==> config.mk <==
export PLATFORM = sky130hd
export DESIGN_NAME = uart_program_loader_flat
export DESIGN_NICKNAME = d
export VERILOG_FILES = /design/src/rtl/uart_program_loader_pkg.sv /design/src/rtl/uart_program_loader_if.sv /design/src/rtl/uart_program_loader_byte_packer.sv /design/src/rtl/uart_program_loader.sv /design/src/flat_wrapper.sv
export SDC_FILE = /design/constraint.sdc
export NUM_CORES = 1
export LEC_CHECK = 0
export CAP_MARGIN = 25
export CORE_MARGIN = 5
export CORE_UTILIZATION = 45
export CTS_CLUSTER_DIAMETER = 120
export DETAILED_ROUTE_END_ITERATION = 6
export GPL_TIMING_DRIVEN = 0
export PLACE_DENSITY_LB_ADDON = 0.2
export SYNTH_ARGS = -nofsm -noshare
export SYNTH_HDL_FRONTEND = slang
export SYNTH_SLANG_ARGS = --single-unit
==> constraint.sdc <==
create_clock -name i_clock -period 2.45 [get_ports i_clock]
set_input_delay 0.49 -clock i_clock [delete_from_list [all_inputs] [get_ports i_clock]]
set_output_delay 0.49 -clock i_clock [all_outputs]
set_load 0.01 [all_outputs]
==> src/rtl/uart_program_loader_pkg.sv <==
// Shared definitions for the UART program loader: state encoding,
// default parameter values and a helper for bytes-per-instruction.
package loader_pkg;

    typedef enum logic [2:0] {
        ST_IDLE  = 3'd0,
        ST_SIZE  = 3'd1,
        ST_BYTES = 3'd2,
        ST_WRITE = 3'd3,
        ST_DONE  = 3'd4
    } state_e;

    localparam int          DBIT_DEF     = 8;
    localparam int          INST_SZ_DEF  = 32;
    localparam int          PC_DEF       = 32;
    localparam logic [7:0]  CMD_LOAD_DEF = 8'hFF;

    localparam int BYTES_PER_INST = INST_SZ_DEF / DBIT_DEF;

    // Number of UART bytes that make up one instruction word.
    function automatic int bytes_per_inst(input int inst_sz, input int dbit);
        return inst_sz / dbit;
    endfunction

endpackage

==> src/rtl/uart_program_loader_if.sv <==
// Bundles the RX FIFO handshake and instruction-memory write port of the loader.
// master: the loader itself; slave: the surrounding FIFO / memory / debugger side.
interface uart_program_loader_if #(
    parameter int DBIT    = 8,
    parameter int INST_SZ = 32,
    parameter int PC      = 32
);
    logic               i_rx_empty;
    logic [DBIT-1:0]    i_r_data;
    logic               o_rd_uart;
    logic               o_inst_we;
    logic [PC-1:0]      o_inst_addr;
    logic [INST_SZ-1:0] o_inst_data;
    logic               o_busy;
    logic               o_done;
    logic               o_cmd_err;

    modport master (
        input  i_rx_empty, i_r_data,
        output o_rd_uart, o_inst_we, o_inst_addr, o_inst_data,
        output o_busy, o_done, o_cmd_err
    );

    modport slave (
        output i_rx_empty, i_r_data,
        input  o_rd_uart, o_inst_we, o_inst_addr, o_inst_data,
        input  o_busy, o_done, o_cmd_err
    );
endinterface

==> src/rtl/uart_program_loader_byte_packer.sv <==
// Little-endian byte assembler: each load shifts a byte in from the top so
// the first byte of a word ends up in the least significant position.
module byte_packer
    import loader_pkg::*;
#(
    parameter int DBIT    = DBIT_DEF,
    parameter int INST_SZ = INST_SZ_DEF
) (
    input  logic               clk_i,
    input  logic               rst_ni,
    input  logic               clear_i,
    input  logic               load_i,
    input  logic [DBIT-1:0]    byte_i,
    output logic [INST_SZ-1:0] word_o,
    output logic               last_o
);
    localparam int BPI = bytes_per_inst(INST_SZ, DBIT);
    localparam int CW  = (BPI > 1) ? $clog2(BPI) : 1;
    localparam logic [CW-1:0] LAST = CW'(BPI - 1);

    logic [INST_SZ-1:0] word_q, word_d;
    logic [CW-1:0]      cnt_q, cnt_d;

    // Next shift-register contents and byte count; the count wraps to zero
    // on the final byte so the next word starts clean without a clear.
    always_comb begin
        word_d = word_q;
        cnt_d  = cnt_q;
        if (clear_i) begin
            word_d = '0;
            cnt_d  = '0;
        end else if (load_i) begin
            cnt_d = (cnt_q == LAST) ? '0 : cnt_q + CW'(1);
            if (INST_SZ == DBIT) begin
                word_d = INST_SZ'(byte_i);
            end else begin
                word_d = {byte_i, word_q[INST_SZ-1:DBIT]};
            end
        end
    end

    // Register the assembly word and byte counter.
    always_ff @(posedge clk_i or negedge rst_ni) begin
        if (!rst_ni) begin
            word_q <= '0;
            cnt_q  <= '0;
        end else begin
            word_q <= word_d;
            cnt_q  <= cnt_d;
        end
    end

    assign word_o = word_q;
    assign last_o = (cnt_q == LAST);

endmodule

==> src/rtl/uart_program_loader.sv <==
// Pulls a LOAD / size / payload byte stream out of the UART RX FIFO and
// writes the assembled instructions to sequential instruction-memory words.
module uart_program_loader
    import loader_pkg::*;
#(
    parameter int              DBIT     = DBIT_DEF,
    parameter int              INST_SZ  = INST_SZ_DEF,
    parameter int              PC       = PC_DEF,
    parameter logic [DBIT-1:0] CMD_LOAD = DBIT'(CMD_LOAD_DEF)
) (
    input  logic i_clock,
    input  logic i_reset,
    uart_program_loader_if.master bus
);
    localparam logic [PC-1:0] ADDR_STEP = PC'(INST_SZ / 8);

    state_e             state_q, state_d;
    logic [PC-1:0]      addr_q, addr_d;
    logic [DBIT-1:0]    total_q, total_d;
    logic [DBIT-1:0]    cnt_q, cnt_d;
    logic [DBIT-1:0]    cnt_inc;

    logic               pop;
    logic               cmd_err;
    logic               pk_clear;
    logic               pk_load;
    logic               pk_last;
    logic [INST_SZ-1:0] pk_word;

    byte_packer #(
        .DBIT    (DBIT),
        .INST_SZ (INST_SZ)
    ) u_packer (
        .clk_i   (i_clock),
        .rst_ni  (i_reset),
        .clear_i (pk_clear),
        .load_i  (pk_load),
        .byte_i  (bus.i_r_data),
        .word_o  (pk_word),
        .last_o  (pk_last)
    );

    assign cnt_inc = cnt_q + DBIT'(1);

    // Session sequencing: next state, counters and pop/strobe decisions.
    always_comb begin
        state_d  = state_q;
        addr_d   = addr_q;
        total_d  = total_q;
        cnt_d    = cnt_q;
        pop      = 1'b0;
        cmd_err  = 1'b0;
        pk_clear = 1'b0;
        pk_load  = 1'b0;
        case (state_q)
            ST_IDLE: begin
                if (!bus.i_rx_empty) begin
                    pop = 1'b1;
                    if (bus.i_r_data == CMD_LOAD) begin
                        addr_d  = '0;
                        state_d = ST_SIZE;
                    end else begin
                        cmd_err = 1'b1;
                    end
                end
            end
            ST_SIZE: begin
                if (!bus.i_rx_empty) begin
                    pop     = 1'b1;
                    total_d = bus.i_r_data;
                    if (bus.i_r_data == '0) begin
                        state_d = ST_DONE;
                    end else begin
                        cnt_d    = '0;
                        pk_clear = 1'b1;
                        state_d  = ST_BYTES;
                    end
                end
            end
            ST_BYTES: begin
                if (!bus.i_rx_empty) begin
                    pop     = 1'b1;
                    pk_load = 1'b1;
                    if (pk_last) begin
                        state_d = ST_WRITE;
                    end
                end
            end
            ST_WRITE: begin
                addr_d  = addr_q + ADDR_STEP;
                cnt_d   = cnt_inc;
                state_d = (cnt_inc == total_q) ? ST_DONE : ST_BYTES;
            end
            ST_DONE: begin
                state_d = ST_IDLE;
            end
            default: begin
                state_d = ST_IDLE;
            end
        endcase
    end

    // State, address and instruction-count registers.
    always_ff @(posedge i_clock or negedge i_reset) begin
        if (!i_reset) begin
            state_q <= ST_IDLE;
            addr_q  <= '0;
            total_q <= '0;
            cnt_q   <= '0;
        end else begin
            state_q <= state_d;
            addr_q  <= addr_d;
            total_q <= total_d;
            cnt_q   <= cnt_d;
        end
    end

    // Pop and error strobes are combinational from the FIFO flag, so they are
    // gated with reset to keep every output low while reset is held.
    assign bus.o_rd_uart   = pop & i_reset;
    assign bus.o_cmd_err   = cmd_err & i_reset;
    assign bus.o_inst_we   = (state_q == ST_WRITE);
    assign bus.o_done      = (state_q == ST_DONE);
    assign bus.o_busy      = (state_q != ST_IDLE);
    assign bus.o_inst_addr = addr_q;
    assign bus.o_inst_data = pk_word;

endmodule

==> src/flat_wrapper.sv <==
// flat-port wrapper written by rule: the top's interface ports become plain ports
module uart_program_loader_flat import loader_pkg::*;
#(
    parameter int              DBIT     = DBIT_DEF,
    parameter int              INST_SZ  = INST_SZ_DEF,
    parameter int              PC       = PC_DEF,
    parameter logic [DBIT-1:0] CMD_LOAD = DBIT'(CMD_LOAD_DEF)
)
  (i_clock, i_reset, bus_i_rx_empty, bus_i_r_data, bus_o_rd_uart, bus_o_inst_we, bus_o_inst_addr, bus_o_inst_data, bus_o_busy, bus_o_done, bus_o_cmd_err);
  uart_program_loader_if #(.DBIT(DBIT), .INST_SZ(INST_SZ), .PC(PC)) bus_i ();
  input  logic i_clock;
  input  logic i_reset;
  input wire logic [$bits(bus_i.i_rx_empty)-1:0] bus_i_rx_empty;
  input wire logic [$bits(bus_i.i_r_data)-1:0] bus_i_r_data;
  output wire logic [$bits(bus_i.o_rd_uart)-1:0] bus_o_rd_uart;
  output wire logic [$bits(bus_i.o_inst_we)-1:0] bus_o_inst_we;
  output wire logic [$bits(bus_i.o_inst_addr)-1:0] bus_o_inst_addr;
  output wire logic [$bits(bus_i.o_inst_data)-1:0] bus_o_inst_data;
  output wire logic [$bits(bus_i.o_busy)-1:0] bus_o_busy;
  output wire logic [$bits(bus_i.o_done)-1:0] bus_o_done;
  output wire logic [$bits(bus_i.o_cmd_err)-1:0] bus_o_cmd_err;
  assign bus_i.i_rx_empty = bus_i_rx_empty;
  assign bus_i.i_r_data = bus_i_r_data;
  assign bus_o_rd_uart = bus_i.o_rd_uart;
  assign bus_o_inst_we = bus_i.o_inst_we;
  assign bus_o_inst_addr = bus_i.o_inst_addr;
  assign bus_o_inst_data = bus_i.o_inst_data;
  assign bus_o_busy = bus_i.o_busy;
  assign bus_o_done = bus_i.o_done;
  assign bus_o_cmd_err = bus_i.o_cmd_err;
  uart_program_loader #(.DBIT(DBIT), .INST_SZ(INST_SZ), .PC(PC), .CMD_LOAD(CMD_LOAD)) u_core (.i_clock(i_clock), .i_reset(i_reset), .bus(bus_i));
endmodule
==> key figures, run 1 <==
Global route
  • Initial antenna violation count: 0
  • Largest net degree at the start of global routing: 44
  • All-Layer GR Usage: 0.188
  • First-pass GRT wire length: 17,000 um
  • GR Overflow Total: 0
  • Vias in the first global route: 3,482

Yosys
  • Adder-cell share of the synthesized area: 0.00945
  • Syn avg cell area: 9.34 um2
  • Distinct cell type count after synthesis: 44
  • Main combinational cell family by area after synthesis: simple AND/OR/NAND/NOR gates
  • Synth area leaders: dfrtp_1, nand2_1, o21ai_0, xor2_1, nor2_1
  • XOR/XNOR share of the synthesized area: 0.0608
  • Synth warnings: 0
  • Area share of the largest cell type after synthesis: 0.523
  • Netlist Area Pre-Place: 3970 um2
  • Cell taking the most area after synthesis: dfrtp_1
  • Compound-Gate Fraction of Synth Area: 0.133
  • Multiplexer share of the synthesized area: 0.0252
  • Register area share after synthesis: 0.523
  • Simple-gate share of the synthesized area: 0.217
  • Flops & latches, synth: 83
  • Mapped Cells: 425

STA
  • Setup violations, final: 0
  • Max Fclk: 425 MHz
  • Worst Tran Pin Value: 754 ps
  • Crit path time final: 2350 ps
  • Slew HR: 0.493
  • Final worst slack: 96.7 ps
  • Final slew viol count: 0
  • Worst Skew: 13.4 ps
  • Setup TNS: 0 ps
  • Worst Hold Margin: 65.8 ps
  • Final hold vios: 0
  • Final worst path period share: 0.961

Floorplan
  • Area of the die: 10,800 um2
  • Die H: 104 um
  • Initial core utilization: 0.457
  • Row count: 34
  • Core footprint: 8680 um2
  • IO Count: 80
  • Die Wd: 104 um

Final layout
  • Fillers: 796
  • Fin nets: 536
  • Area growth syn-to-layout: 31.1%
  • Final Instance Area: 5200 um2
  • N_diodes: 0
  • Proportion of layout cells with a drive suffix above 1: 0.108

Power and ir drop
  • PwrDens: 734 nW/um2
  • Clk pwr share: 0.247
  • Overall power: 3.82 mW
  • Reg power frac: 0.474
  • Leakage: 2.17 nW
  • Combinational power share: 0.280
  • Maximum VDD drop: 0.000520 V
  • Sw power: 1.29 mW
  • Sw Ratio: 0.337
  • Internal: 2.54 mW

Clock tree
  • Clock sink count: 83
  • Longest Clk Path Bufs: 2
  • Cts bufs inserted: 9
  • TritonCTS clock tree: yes
  • Worst skew pair latency: 360 ps
  • Root buffer cell: clkbuf_8
  • H-tree Lvls: 3
  • Reg clk slew, reported paths: 100 ps

Worst setup path
  • Critical Path AT: 2630 ps
  • Crit-path cells: buf_6 > or4_4 > o31ai_4 > nand3_2 > buf_4 > or3_1 > a21oi_1
  • CP startpoint kind: flip-flop
  • WP data required: 2730 ps
  • Slowest-stage cell, CP: or4_4
  • Crit-path max FO: 10
  • Crit Path Class: flip-flop to flip-flop
  • CP endpoint kind: flip-flop
  • Max incr delay on CP: 550 ps

Detailed routing
  • TritonRoute pass-1 iters: 5
  • DR iter-0 viols: 206
  • DR WL/cell: 15.9 um
  • Final wirelength: 10,100 um
  • Via count: 3,472
  • Post-route DRC: 0
  • DR vias/cell: 5.47
  • Routed Antenna Nets: 0

Placed design
  • GPL Wtd Cong: 0.822
  • Port Buf Inserts: 77
  • Pre-CTS setup slack: -592 ps
  • Placed Area: 4900 um2
  • DP HPWL: 7160 um

Outcome
  • Status: completed

Job
  • Maximum capacitance violations: 0

Min path
  • Hold Crit Class: primary input to asynchronous set/reset pin
-- cell type report --
type	instances	area (um2)	share of cell area
inverters	4	16.3	0.00313
plain buffers	23	115	0.0221
multi-input cells	315	1800	0.345
flip-flops and latches	83	2080	0.399
repair buffers	86	881	0.169
clock buffers	9	124	0.0238
well taps	108	135	0.0260
clock inverters	7	58.8	0.0113
-- layer usage --
layer,routed length (um),vias up,GRT usage
met5,0,-,0
met4,88,0,0.0555
met3,370,14,0.0341
met2,5010,68,0.315
met1,4600,1713,0.251
li1,-,1677,-
-- cells in the mapped netlist, drive strengths merged --
| cell type | n |
|---|---|
| nor3 | 9 |
| a32o | 1 |
| mux2i | 1 |
| nor2 | 27 |
| nand3 | 18 |
| inv | 3 |
| ha | 3 |
| dfrtp | 83 |
| mux2 | 8 |
| a21oi | 17 |
| and2 | 1 |
| o21a | 1 |
| nor4 | 3 |
| buf | 5 |
| nand2b | 2 |
| clkbuf | 19 |
| nand3b | 2 |
| nor2b | 1 |
| nor3b | 1 |
| or4 | 4 |
| xnor3 | 1 |
| or2 | 1 |
| xor2 | 15 |
| o21ai | 54 |
| nand4 | 11 |
| or3 | 12 |
| o21ba | 1 |
| o31ai | 6 |
| clkinv | 1 |
| xnor2 | 10 |
| a31oi | 3 |
| o221a | 1 |
| a41oi | 1 |
| o41ai | 3 |
| and3 | 8 |
| conb | 1 |
| nand2 | 85 |
| a22o | 1 |
| o2111a | 1 |
-- per-stage QoR --
stage | instances | utilization
2_1_floorplan | 426 | -
3_5_place_dp | 612 | 0.564
6_report | 635 | 0.600
3_3_place_gp | 611 | 0.562
5_1_grt | 635 | 0.600
4_1_cts | 631 | 0.589
-- path summary, 6_finish.rpt --
check	startpoint	to	slack, ps	cells after the start
worst max-delay path	u_core.state_q[0]$_DFFE_PN0P_	u_core.bus.o_inst_addr[17]$_DFFE_PN0P_	100	7
worst min register to register	u_core.u_packer.word_o[2]$_DFFE_PN0P_	u_core.u_packer.word_o[2]$_DFFE_PN0P_	490	2
min in group i_clock	u_core.u_packer.word_o[2]$_DFFE_PN0P_	u_core.u_packer.word_o[2]$_DFFE_PN0P_	490	2
worst min-delay path	i_reset	u_core.u_packer.word_o[4]$_DFFE_PN0P_	70	2
max in group asynchronous	i_reset	u_core.state_q[2]$_DFFE_PN0P_	1540	2
worst max register to register	u_core.state_q[0]$_DFFE_PN0P_	u_core.bus.o_inst_addr[17]$_DFFE_PN0P_	100	7
-- flip-flops by register name, summed over array words and instances, names as in the netlist --
signal	count
u_core.state_q	3
u_core.u_packer.word_o	32
u_core.total_q	8
u_core.u_packer.cnt_q	2
u_core.cnt_q	8
u_core.bus.o_inst_addr	30
-- power groups by stage --
stage | logic, mW | registers, mW | clock network [mW]
after floorplan | 0.452 | 1.86 | 0
after global placement | 1.03 | 1.83 | 0
after detailed placement | 1.06 | 1.83 | 0
after CTS | 1.07 | 1.81 | 0.965
after global routing | 1.19 | 1.85 | 1.03
final | 1.07 | 1.81 | 0.942
-- cells by family after synthesis --
kind of cell	after synthesis
other	1
flip-flops	83
AO/OA/AOI/OAI	90
buffers and inverters	28
XOR/XNOR	26
AND/OR/NAND/NOR	185
adder cells (fa/ha/maj)	3
multiplexers	9
-- layout by cell type, fill, tap and decap left out, types with 5 or more instances in the layout --
cell	netlist	routed
mux2_2	8	8
buf_4	2	9
nand3_1	18	16
xnor2_1	10	10
clkdlybuf4s50_1	0	74
dfrtp_1	83	83
nor2_1	27	26
clkbuf_1	19	11
and3_1	8	8
nor3_1	8	7
o31ai_1	5	5
or3_1	12	12
xor2_1	15	15
nand2_1	85	85
o21ai_0	54	53
nand4_1	11	11
a21oi_1	17	17
clkbuf_2	0	7
clkbuf_8	0	9
-- worst max-delay path: cells and delay by family (launching register included) --
kind | cells | cell delay (ps)
buffers and inverters | 2 | 350
and+or+nand+nor | 3 | 1050
DFF | 1 | 380
AOI/OAI and AO/OA | 2 | 510
-- what timing repair did --
item,4_1_cts,5_1_grt
pin swaps,2,2
endpoints found under the hold margin,0,35
hold buffers,0,2
resized for setup,9,17
setup buffers,3,3
setup endpoints to repair,36,54
No activity file was read; power rests on OpenSTA's default activity.
==> run 2: changes to the inputs <==
==> constraint.sdc (replaced) <==
create_clock -name i_clock -period 1.9 [get_ports i_clock]
set_input_delay 0.38 -clock i_clock [delete_from_list [all_inputs] [get_ports i_clock]]
set_output_delay 0.38 -clock i_clock [all_outputs]
set_load 0.01 [all_outputs]
==> key figures, run 2 (synthesis gave the netlist of run 1 again) <==
Global route
  • Vias in the first global route: 3,540 (+1.7%)
  • Initial antenna violation count: 0 (unchanged)
  • GR Overflow Total: 0 (unchanged)
  • First-pass GRT wire length: 17,300 um (+1.4%)
  • Largest net degree at the start of global routing: 45 (+2.3%)
  • All-Layer GR Usage: 0.191 (+0.00300)

Final layout
  • Multi-input gate area: 1930 um2 (+7.5%)
  • Fillers: 747 (-6.2%)
  • Proportion of layout cells with a drive suffix above 1: 0.215 (+0.107)
  • Post-layout util: 0.645 (+0.0448)
  • Most common cell after layout, fill and taps aside: nand2_1
  • Highest-count cells in the layout ignoring fill and taps: nand2_1, dfrtp_1, clkdlybuf4s50_1
  • Max FFs per register: 32 (unchanged)
  • Fin nets: 558 (+4.1%)
  • Register area: 2080 um2 (+0.12%)
  • Area growth syn-to-layout: 40.9%
  • N_diodes: 0 (unchanged)

Detailed routing
  • Via count: 3,595 (+3.5%)
  • Post-route DRC: 0 (unchanged)
  • DR iter-0 viols: 175 (-15%)
  • Routed Antenna Nets: 0 (unchanged)
  • Final wirelength: 10,300 um (+2.2%)
  • DR WL/cell: 15.7 um (-1.2%)
  • DR vias/cell: 5.47 (about the same)
  • TritonRoute pass-1 iters: 4 (-1)

Floorplan
  • Die Wd: 104 um (unchanged)
  • Area of the die: 10,800 um2 (unchanged)
  • Row count: 34 (unchanged)
  • Core footprint: 8680 um2 (unchanged)
  • IO Count: 80 (unchanged)
  • Die H: 104 um (unchanged)
  • Initial core utilization: 0.457 (unchanged)

Clock tree
  • Root buffer cell: clkbuf_8
  • Reg clk slew, reported paths: 90 ps (about the same)
  • TritonCTS clock tree: yes
  • Worst skew pair latency: 360 ps (about the same)
  • Cts bufs inserted: 9 (unchanged)
  • Clock sink count: 83 (unchanged)
  • H-tree Lvls: 3 (unchanged)
  • Longest Clk Path Bufs: 2 (unchanged)

Power and ir drop
  • Leakage: 2.40 nW (+10%)
  • PwrDens: 908 nW/um2 (+24%)
  • Overall power: 5.08 mW (+33%)
  • Maximum VDD drop: 0.000696 V (+34%)

Placed design
  • GPL Wtd Cong: 0.824 (+0.29%)
  • DP HPWL: 7250 um (+1.4%)
  • Port Buf Inserts: 77 (unchanged)

STA
  • Crit path time final: 2170 ps (-180 ps)
  • Setup violations, final: 16 (+16)
  • Worst Skew: 18.2 ps (+4.82 ps)
  • Max Fclk: 460 MHz (+8.3%)
  • Final worst slack: -273 ps (-370 ps)
  • Unrepaired setup endpoints after global routing: true
  • Final hold vios: 0 (unchanged)
  • Final worst path period share: 1.14 (+0.183)
  • Final slew viol count: 0 (unchanged)

Worst setup path
  • Crit-path max FO: 5 (-5)
  • CP endpoint kind: flip-flop
  • Crit Path Class: flip-flop to flip-flop
  • Critical Path AT: 2460 ps (-170 ps)
  • CP startpoint kind: flip-flop
  • WP data required: 2190 ps (-540 ps)

Job
  • Maximum capacitance violations: 0 (unchanged)

Outcome
  • Failing checks: setup timing
  • Status: finished, violations left

Min path
  • Hold Crit Class: primary input to asynchronous set/reset pin
==> run 2: cell count changes in the layout (fill, tap and decap cells not counted), sizes merged <==
| cell | previous run | this run |
|---|---|---|
| clkinv | 3 | 2 |
| dlygate4sd2 | 2 | 9 |
| clkdlybuf4s50 | 74 | 62 |
| dlygate4sd3 | 1 | 0 |
| clkdlybuf4s15 | 0 | 1 |
| clkbuf | 27 | 25 |
| inv | 7 | 8 |
| bufinv | 0 | 1 |
| clkinvlp | 1 | 0 |
| buf | 14 | 43 |
==> run 2: stage by stage <==
step           worst slack [ps]  cell area [um2]  instances  TNS, ps  hold slack [ps]
6_report                   -273             5590        657    -3030             33.5
5_1_grt                    -385             5590        657    -4560             48.7
4_1_cts                    -301             5420        647    -4660             48.5
3_5_place_dp               -995             4930        612   -61480              400
3_3_place_gp              -3160             4910        611  -276620              465
2_1_floorplan              -188             4000        426    -1710             84.4
==> run 2: final timing paths <==
| check | cells after the start | from | endpoint | slack, ps |
|---|---|---|---|---|
| worst max-delay path | 6 | u_core.state_q[0]$_DFFE_PN0P_ | u_core.bus.o_inst_addr[23]$_DFFE_PN0P_ | -270 |
| worst min-delay path | 3 | i_reset | u_core.u_packer.word_o[3]$_DFFE_PN0P_ | 30 |
| worst max register to register | 6 | u_core.state_q[0]$_DFFE_PN0P_ | u_core.bus.o_inst_addr[23]$_DFFE_PN0P_ | -270 |
| worst min register to register | 2 | u_core.u_packer.word_o[7]$_DFFE_PN0P_ | u_core.u_packer.word_o[7]$_DFFE_PN0P_ | 490 |
| max in group asynchronous | 3 | i_reset | u_core.state_q[2]$_DFFE_PN0P_ | 1580 |
| min in group i_clock | 3 | bus_i_r_data[3] | u_core.u_packer.word_o[27]$_DFFE_PN0P_ | 460 |
==> run 2: critical path, stage by stage, from the launching register on <==
cell	delay (ps)
dfrtp_2	440
or4_4	540
o31ai_4	270
buf_4	170
nand4_1	160
or3_1	360
a21oi_1	160
==> run 2: what timing repair did <==
item / in CTS / in global routing
hold endpoints to repair: 39 / 0
gates resized for setup: 54 / 41
setup endpoints to repair: 76 / 47
pin swaps: 14 / 13
hold buffers: 3 / 0
setup buffers: 18 / 15
gates cloned: 1 / 0
==> run 2: layer usage <==
metal | routed length, um | share of wire | GRT usage | vias to the layer above
li1 | - | - | - | 1723
met3 | 510 | 0.050 | 0.0422 | 18
met2 | 5120 | 0.50 | 0.306 | 82
met1 | 4490 | 0.44 | 0.254 | 1772
met5 | 0 | 0 | 0 | -
met4 | 173 | 0.017 | 0.0740 | 0
==> run 2: power breakdown <==
part	total, mW	internal [mW]	switching [mW]	leakage (nW)
Combinational	1.39	0.731	0.664	1.26
Clock	1.33	0.633	0.698	0.107
Sequential	2.35	2.06	0.296	1.03
Total	5.08	3.42	1.66	2.40
==> run 2: layout make-up <==
class,count,area share
flip-flops and latches,83,0.372
multi-input cells,315,0.346
repair buffers,113,0.196
well taps,108,0.0242
plain buffers,18,0.0230
clock buffers,9,0.0221
clock inverters,7,0.0145
inverters,4,0.00291
